$ cat src/rtl/reg_file_bypass_pkg.sv
// Shared types and constants for the decode-stage register file.
package reg_file_bypass_pkg;

    localparam int DATA_WIDTH   = 16;
    localparam int REG_ID_WIDTH = 4;
    localparam int NUM_REGS     = 16;

    typedef logic [REG_ID_WIDTH-1:0] reg_id_t;
    typedef logic [DATA_WIDTH-1:0]   word_t;

    localparam reg_id_t ZERO_REG = 4'd0;

    // 4-to-16 one-hot wordline decode of a register id.
    function automatic logic [NUM_REGS-1:0] dec4to16(input reg_id_t id);
        logic [NUM_REGS-1:0] wl;
        wl = '0;
        for (int i = 0; i < NUM_REGS; i++) begin
            wl[i] = (id == reg_id_t'(i));
        end
        return wl;
    endfunction

endpackage

$ cat src/rtl/reg_file_bypass_if.sv
// Decode-stage register file bus: two read ports and one write port.
// There is no valid/ready handshake here. Read ids and write controls are
// level signals sampled every cycle. SrcData1/SrcData2 are combinational
// functions of the current ids, and a write commits on the rising clock edge
// while WriteReg is high.
interface reg_file_bypass_if #(
    parameter int DATA_WIDTH = 16
);
    import reg_file_bypass_pkg::*;

    reg_id_t               SrcReg1;
    reg_id_t               SrcReg2;
    reg_id_t               DstReg;
    logic                  WriteReg;
    logic [DATA_WIDTH-1:0] DstData;
    logic [DATA_WIDTH-1:0] SrcData1;
    logic [DATA_WIDTH-1:0] SrcData2;

    // The decode logic drives the ids and write data.
    modport master (
        output SrcReg1, SrcReg2, DstReg, WriteReg, DstData,
        input  SrcData1, SrcData2
    );

    // The register file returns the read data.
    modport slave (
        input  SrcReg1, SrcReg2, DstReg, WriteReg, DstData,
        output SrcData1, SrcData2
    );

endinterface

$ cat src/rtl/reg_file_bypass_reg_word.sv
// One register word with a synchronous clear and a load enable.
module reg_word #(
    parameter int WIDTH = 16
) (
    input  logic             clk,
    input  logic             rst,
    input  logic             WriteEnable,
    input  logic [WIDTH-1:0] D,
    output logic [WIDTH-1:0] Q
);

    // Clear has priority over load. Otherwise the word holds its value.
    always_ff @(posedge clk) begin
        if (rst) begin
            Q <= '0;
        end else if (WriteEnable) begin
            Q <= D;
        end
    end

endmodule

$ cat src/rtl/reg_file_bypass.sv
// 16 x 16 register file with two combinational read ports, one clocked write
// port, and optional same-cycle write-to-read forwarding. R0 always reads zero.
module reg_file_bypass
    import reg_file_bypass_pkg::*;
#(
    parameter int DATA_WIDTH = reg_file_bypass_pkg::DATA_WIDTH,
    parameter int NUM_REGS   = reg_file_bypass_pkg::NUM_REGS,
    parameter bit BYPASS_EN  = 1'b1
) (
    input  logic               clk,
    input  logic               rst,
    reg_file_bypass_if.slave   bus
);

    // The register-id decoders are 4-to-16, so any other register count is invalid.
    generate
        if (NUM_REGS != 16) begin : g_bad_num_regs
            $error("reg_file_bypass: NUM_REGS must be 16");
        end
    endgenerate

    // Bit 0 is masked so the R0 word never loads.
    localparam logic [NUM_REGS-1:0] R0_MASK = ~{{(NUM_REGS-1){1'b0}}, 1'b1};

    logic [NUM_REGS-1:0]   wr_wl;
    logic [NUM_REGS-1:0]   rd_wl1;
    logic [NUM_REGS-1:0]   rd_wl2;
    logic [DATA_WIDTH-1:0] q [NUM_REGS];
    logic [DATA_WIDTH-1:0] rd_data1;
    logic [DATA_WIDTH-1:0] rd_data2;
    logic                  fwd1;
    logic                  fwd2;

    // The write wordline is qualified by WriteReg, and the read wordlines come from separate decoders.
    always_comb begin
        wr_wl  = dec4to16(bus.DstReg) & {NUM_REGS{bus.WriteReg}} & R0_MASK;
        rd_wl1 = dec4to16(bus.SrcReg1);
        rd_wl2 = dec4to16(bus.SrcReg2);
    end

    genvar gi;
    generate
        for (gi = 0; gi < NUM_REGS; gi++) begin : g_regs
            reg_word #(.WIDTH(DATA_WIDTH)) u_word (
                .clk         (clk),
                .rst         (rst),
                .WriteEnable (wr_wl[gi]),
                .D           (bus.DstData),
                .Q           (q[gi])
            );
        end
    endgenerate

    // One-hot AND-OR read mux for each port.
    always_comb begin
        rd_data1 = '0;
        rd_data2 = '0;
        for (int i = 0; i < NUM_REGS; i++) begin
            rd_data1 = rd_data1 | ({DATA_WIDTH{rd_wl1[i]}} & q[i]);
            rd_data2 = rd_data2 | ({DATA_WIDTH{rd_wl2[i]}} & q[i]);
        end
    end

    // Forward the write data when the same non-zero register is being written this cycle.
    // The path stays live during reset, even though no write commits then.
    always_comb begin
        fwd1 = BYPASS_EN && bus.WriteReg && (bus.DstReg != ZERO_REG) &&
               (bus.DstReg == bus.SrcReg1);
        fwd2 = BYPASS_EN && bus.WriteReg && (bus.DstReg != ZERO_REG) &&
               (bus.DstReg == bus.SrcReg2);
    end

    // Select the forwarded data or the stored data. R0 never forwards because fwdN excludes it.
    always_comb begin
        bus.SrcData1 = fwd1 ? bus.DstData : rd_data1;
        bus.SrcData2 = fwd2 ? bus.DstData : rd_data2;
    end

endmodule
$ cat src/flat_wrapper.sv
// flat-port wrapper written by rule: the top's interface ports become plain ports
module reg_file_bypass_flat import reg_file_bypass_pkg::*;
#(
    parameter int DATA_WIDTH = reg_file_bypass_pkg::DATA_WIDTH,
    parameter int NUM_REGS   = reg_file_bypass_pkg::NUM_REGS,
    parameter bit BYPASS_EN  = 1'b1
)
  (clk, rst, bus_SrcReg1, bus_SrcReg2, bus_DstReg, bus_WriteReg, bus_DstData, bus_SrcData1, bus_SrcData2);
  reg_file_bypass_if #(.DATA_WIDTH(DATA_WIDTH)) bus_i ();
  input  logic clk;
  input  logic rst;
  input wire logic [$bits(bus_i.SrcReg1)-1:0] bus_SrcReg1;
  input wire logic [$bits(bus_i.SrcReg2)-1:0] bus_SrcReg2;
  input wire logic [$bits(bus_i.DstReg)-1:0] bus_DstReg;
  input wire logic [$bits(bus_i.WriteReg)-1:0] bus_WriteReg;
  input wire logic [$bits(bus_i.DstData)-1:0] bus_DstData;
  output wire logic [$bits(bus_i.SrcData1)-1:0] bus_SrcData1;
  output wire logic [$bits(bus_i.SrcData2)-1:0] bus_SrcData2;
  assign bus_i.SrcReg1 = bus_SrcReg1;
  assign bus_i.SrcReg2 = bus_SrcReg2;
  assign bus_i.DstReg = bus_DstReg;
  assign bus_i.WriteReg = bus_WriteReg;
  assign bus_i.DstData = bus_DstData;
  assign bus_SrcData1 = bus_i.SrcData1;
  assign bus_SrcData2 = bus_i.SrcData2;
  reg_file_bypass #(.DATA_WIDTH(DATA_WIDTH), .NUM_REGS(NUM_REGS), .BYPASS_EN(BYPASS_EN)) u_core (.clk(clk), .rst(rst), .bus(bus_i));
endmodule
$ cat config.mk
export PLATFORM = sky130hd
export DESIGN_NAME = reg_file_bypass_flat
export DESIGN_NICKNAME = d
export VERILOG_FILES = /design/src/rtl/reg_file_bypass_pkg.sv /design/src/rtl/reg_file_bypass_if.sv /design/src/rtl/reg_file_bypass_reg_word.sv /design/src/rtl/reg_file_bypass.sv /design/src/flat_wrapper.sv
export SDC_FILE = /design/constraint.sdc
export NUM_CORES = 1
export LEC_CHECK = 0
export BUFFER_PORTS_ARGS = -buffer_cell sky130_fd_sc_hd__buf_2
export CAP_MARGIN = 20
export CORE_ASPECT_RATIO = 0.8
export CORE_MARGIN = 10
export CORE_UTILIZATION = 42
export DETAILED_ROUTE_END_ITERATION = 8
export PLACE_DENSITY_LB_ADDON = 0.05
export SYNTH_ARGS = -nofsm -noshare
export SYNTH_HDL_FRONTEND = slang
export SYNTH_SLANG_ARGS = --single-unit
export TNS_END_PERCENT = 20
$ cat constraint.sdc
create_clock -name clk -period 3.1 [get_ports clk]
set_clock_uncertainty 0.2 [all_clocks]
set_input_delay 0.775 -clock clk [delete_from_list [all_inputs] [get_ports clk]]
set_output_delay 0.775 -clock clk [all_outputs]
set_load 0.02 [all_outputs]
==> results.yml <==
timing:
  max_clock_freq_ghz: 0.2974
  worst_pin_slew_ns: 0.7624
  finalCritPeriodShare: 1.085
  timing.final.crit_period_ns: 3.362
  setup_viol: 32
  final-max-slew-violation-count: 0
  slew_headroom: 0.4917
  timing.final.ws_setup_ns: -0.2624
  tns_ns: -6.296
  hold_viol: 0
  fin_hold_ws_ns: 0.2782
  rsz0062_at_grt: "yes"
final_layout:
  largest_registers: "u_core.g_regs.u_word.Q (240)"
  largest_reg_flops: 240
  fillers: 2798
  n_antenna_cell: 0
  regMostFlops: "u_core.g_regs.u_word.Q"
  stdcell_count: 2396
  areaGrowthSynthToFinish_pct: 41.07
  fin_area_um2: 18370
  fin_nets: 1995
  drive_gt1_frac: 0.3101
detailed_routing:
  wl_met3_um: 9001
  dr.max_layer_used: "met5"
  routed_wl_um: 72430
  wl_per_cell_um: 30.23
  firstDrtPassIters: 6
  wl_met1_um: 29970
  num_vias: 15270
  antenna_left: 0
  drc_errors: 0
  initialDrtViolationCount: 2236
  vias_per_cell: 6.374
  dr_wl_met2_um: 30020
cts:
  cts_root_buf: "clkbuf_16"
  cts-hold-fix-buffers: 0
  ctsLongestPathBuffers: 3
  cts.sinks: 240
  cts_htree_levels: 1
  cts_tree: "built"
  clkTransAtPathRegs_ns: 0.06
  clkLatencyLatePin_ns: 0.57
  cts_buffers: 26
global_routing:
  antenna_found_initial: 1
  grt_pass1_wl_um: 101700
  grt_start_max_net_pins: 80
  grt-ovfl-total: 0
  grt_pass1_vias: 14050
  track_usage: 0.3587
yosys:
  yosysMostFrequentCell: "nand2_1"
  yosys.area.top_type: "dfxtp_1"
  synth_top_area_share: 0.3691
  synth_xor_area_frac: 0.005382
  syn_avg_cell_area_um2: 7.551
  synth_top_family_by_area: "compound AO/OA/AOI/OAI gates"
  synth-seq-cells: 240
  netlist_instances: 1724
  synth_mux_area_frac: 0.09601
  synthAdderAreaFrac: 0
  ys_warn_count: 0
  yosysSeqAreaShare: 0.3691
  synth_compound_area_frac: 0.2530
  synthArstFlopShare: 0
  netlist_top_cells_count: "nand2_1, dfxtp_1, a21oi_1, mux2i_1, nor2_1"
  synth_nets: 1755
  synth_edf_count: 0
  syn_area_um2: 13020
  synth_cell_types: 62
  synth_area_leaders: "dfxtp_1, nand2_1, a21oi_1"
  synth_flop_cell: "dfxtp_1"
  synthSimpleGateAreaFrac: 0.2183
job:
  drv_cap: 0
floorplanning:
  core_area_um2: 30450
  dieArea_um2: 38480
  die_y_um: 177.5
  fp.dieW_um: 216.8
  initial_core_util: 0.4275
  rows: 57
  ioPinCount: 63
power_and_ir_drop:
  irDropWorstVdd_mv: 0.3825
  pwr-share-seq: 0.410
  internal_power_mw: 5.526
  pwr-share-comb: 0.170
  switchingPower_mw: 2.207
  clock_power_share: 0.421
  p_leak_nw: 6.630
  swShare: 0.2855
  cellPowerDensity_nw_per_um2: 421.1
  p_total_mw: 7.733
critical_path:
  required_ns: 2.12
  cp-start-kind: "input pin"
  cp-end-kind: "output pin"
  path_class: "in2out"
  critPathArrivalTime_ns: 2.39
  cp_max_fo: 21
placement:
  gp_congestion: 1.034
  dp.final_hpwl_um: 50260
  io_buffers: 62
  dp.cells: 2323
  post_dp_cell_area_um2: 15800
outcome:
  failed_checks: "negative setup slack"
  status: "finished with violations"
min_path:
  hold_class: "reg2reg"
==> kinds of logic after synthesis <==
kind of cell / Yosys count
AO/OA/AOI/OAI: 516
XOR/XNOR: 8
buffers and inverters: 169
flip-flops: 240
multiplexers: 120
AND/OR/NAND/NOR: 671
==> layer usage <==
| metal | GRT usage | up-vias |
|---|---|---|
| li1 | - | 6591 |
| met1 | 0.4966 | 7399 |
| met2 | 0.5281 | 1059 |
| met3 | 0.08082 | 221 |
| met4 | 0.1457 | 2 |
| met5 | 0 | - |
==> power by group through the flow <==
stage,registers [mW],clock network [mW],logic (mW)
floorplan,3.21,0,0.475
global placement,3.23,0,1.06
detailed placement,3.23,0,1.06
CTS,3.16,3.25,1.22
global route,3.17,3.37,1.33
finish,3.17,3.25,1.31
==> stage by stage <==
stage	utilization	setup slack, ns
CTS	0.5889	-0.2709
detailed placement	0.5187	-0.6989
global route	0.6031	-0.3180
finish	0.6031	-0.2624
global placement	0.5187	-0.7081
floorplan	-	-0.06324
==> cells in the final DEF, fill, tap and decap left out, types with 10 or more instances in the layout <==
cell         n
a22o_1      37
o21ai_0     10
a31oi_2     14
a22oi_2     16
buf_12      46
buf_2       22
nor2b_4     11
clkbuf_16   31
a31oi_1     16
buf_6       45
nor2_2      14
buf_4      247
mux2i_1     97
a21oi_1    227
nor2_1      80
o22ai_1     24
o22ai_2     11
a21oi_2     10
dfxtp_1    240
nand2_1    461
nor3_1      10
nand3_1     14
mux2_2      18
a22oi_1     54
==> worst paths after layout <==
path	startpoint	to	slack (ns)	depth (start not counted)
worst min-delay path	u_core.g_regs[15].u_word.Q[2]	u_core.g_regs[15].u_word.Q[2]	0.28	2
worst min register to register	u_core.g_regs[15].u_word.Q[2]	u_core.g_regs[15].u_word.Q[2]	0.28	2
worst max register to register	u_core.g_regs[7].u_word.Q[5]	u_core.g_regs[7].u_word.Q[5]	2.12	2
worst max-delay path	bus_DstReg[1]	bus_SrcData1[10]	-0.26	8
==> worst max-delay path, cell delays in order <==
cell	delay, ns
buf_2	0.15
o41a_1	0.51
nand2_2	0.12
buf_12	0.20
buf_4	0.14
nor2_1	0.03
a31oi_1	0.24
buf_4	0.20
==> final cells by class <==
cell class              instances  area, um^2  share of cell area
multi-input cells            1315        8424              0.4587
flip-flops and latches        240        4805              0.2616
repair buffers                375        3724              0.2028
clock buffers                  38       757.0             0.04122
well taps                     413       516.7             0.02814
clock inverters                 9       112.6            0.006132
inverters                       6       26.28            0.001431
==> what timing repair did <==
action | in CTS | in global routing
resized for setup | 242 | 77
pin swaps | 61 | 41
buffers inserted | 19 | 2
gates cloned | 5 | 4
endpoints found under the hold margin | 0 | 0
setup endpoints to repair | 32 | 32
(Power assumes the default switching activity.)
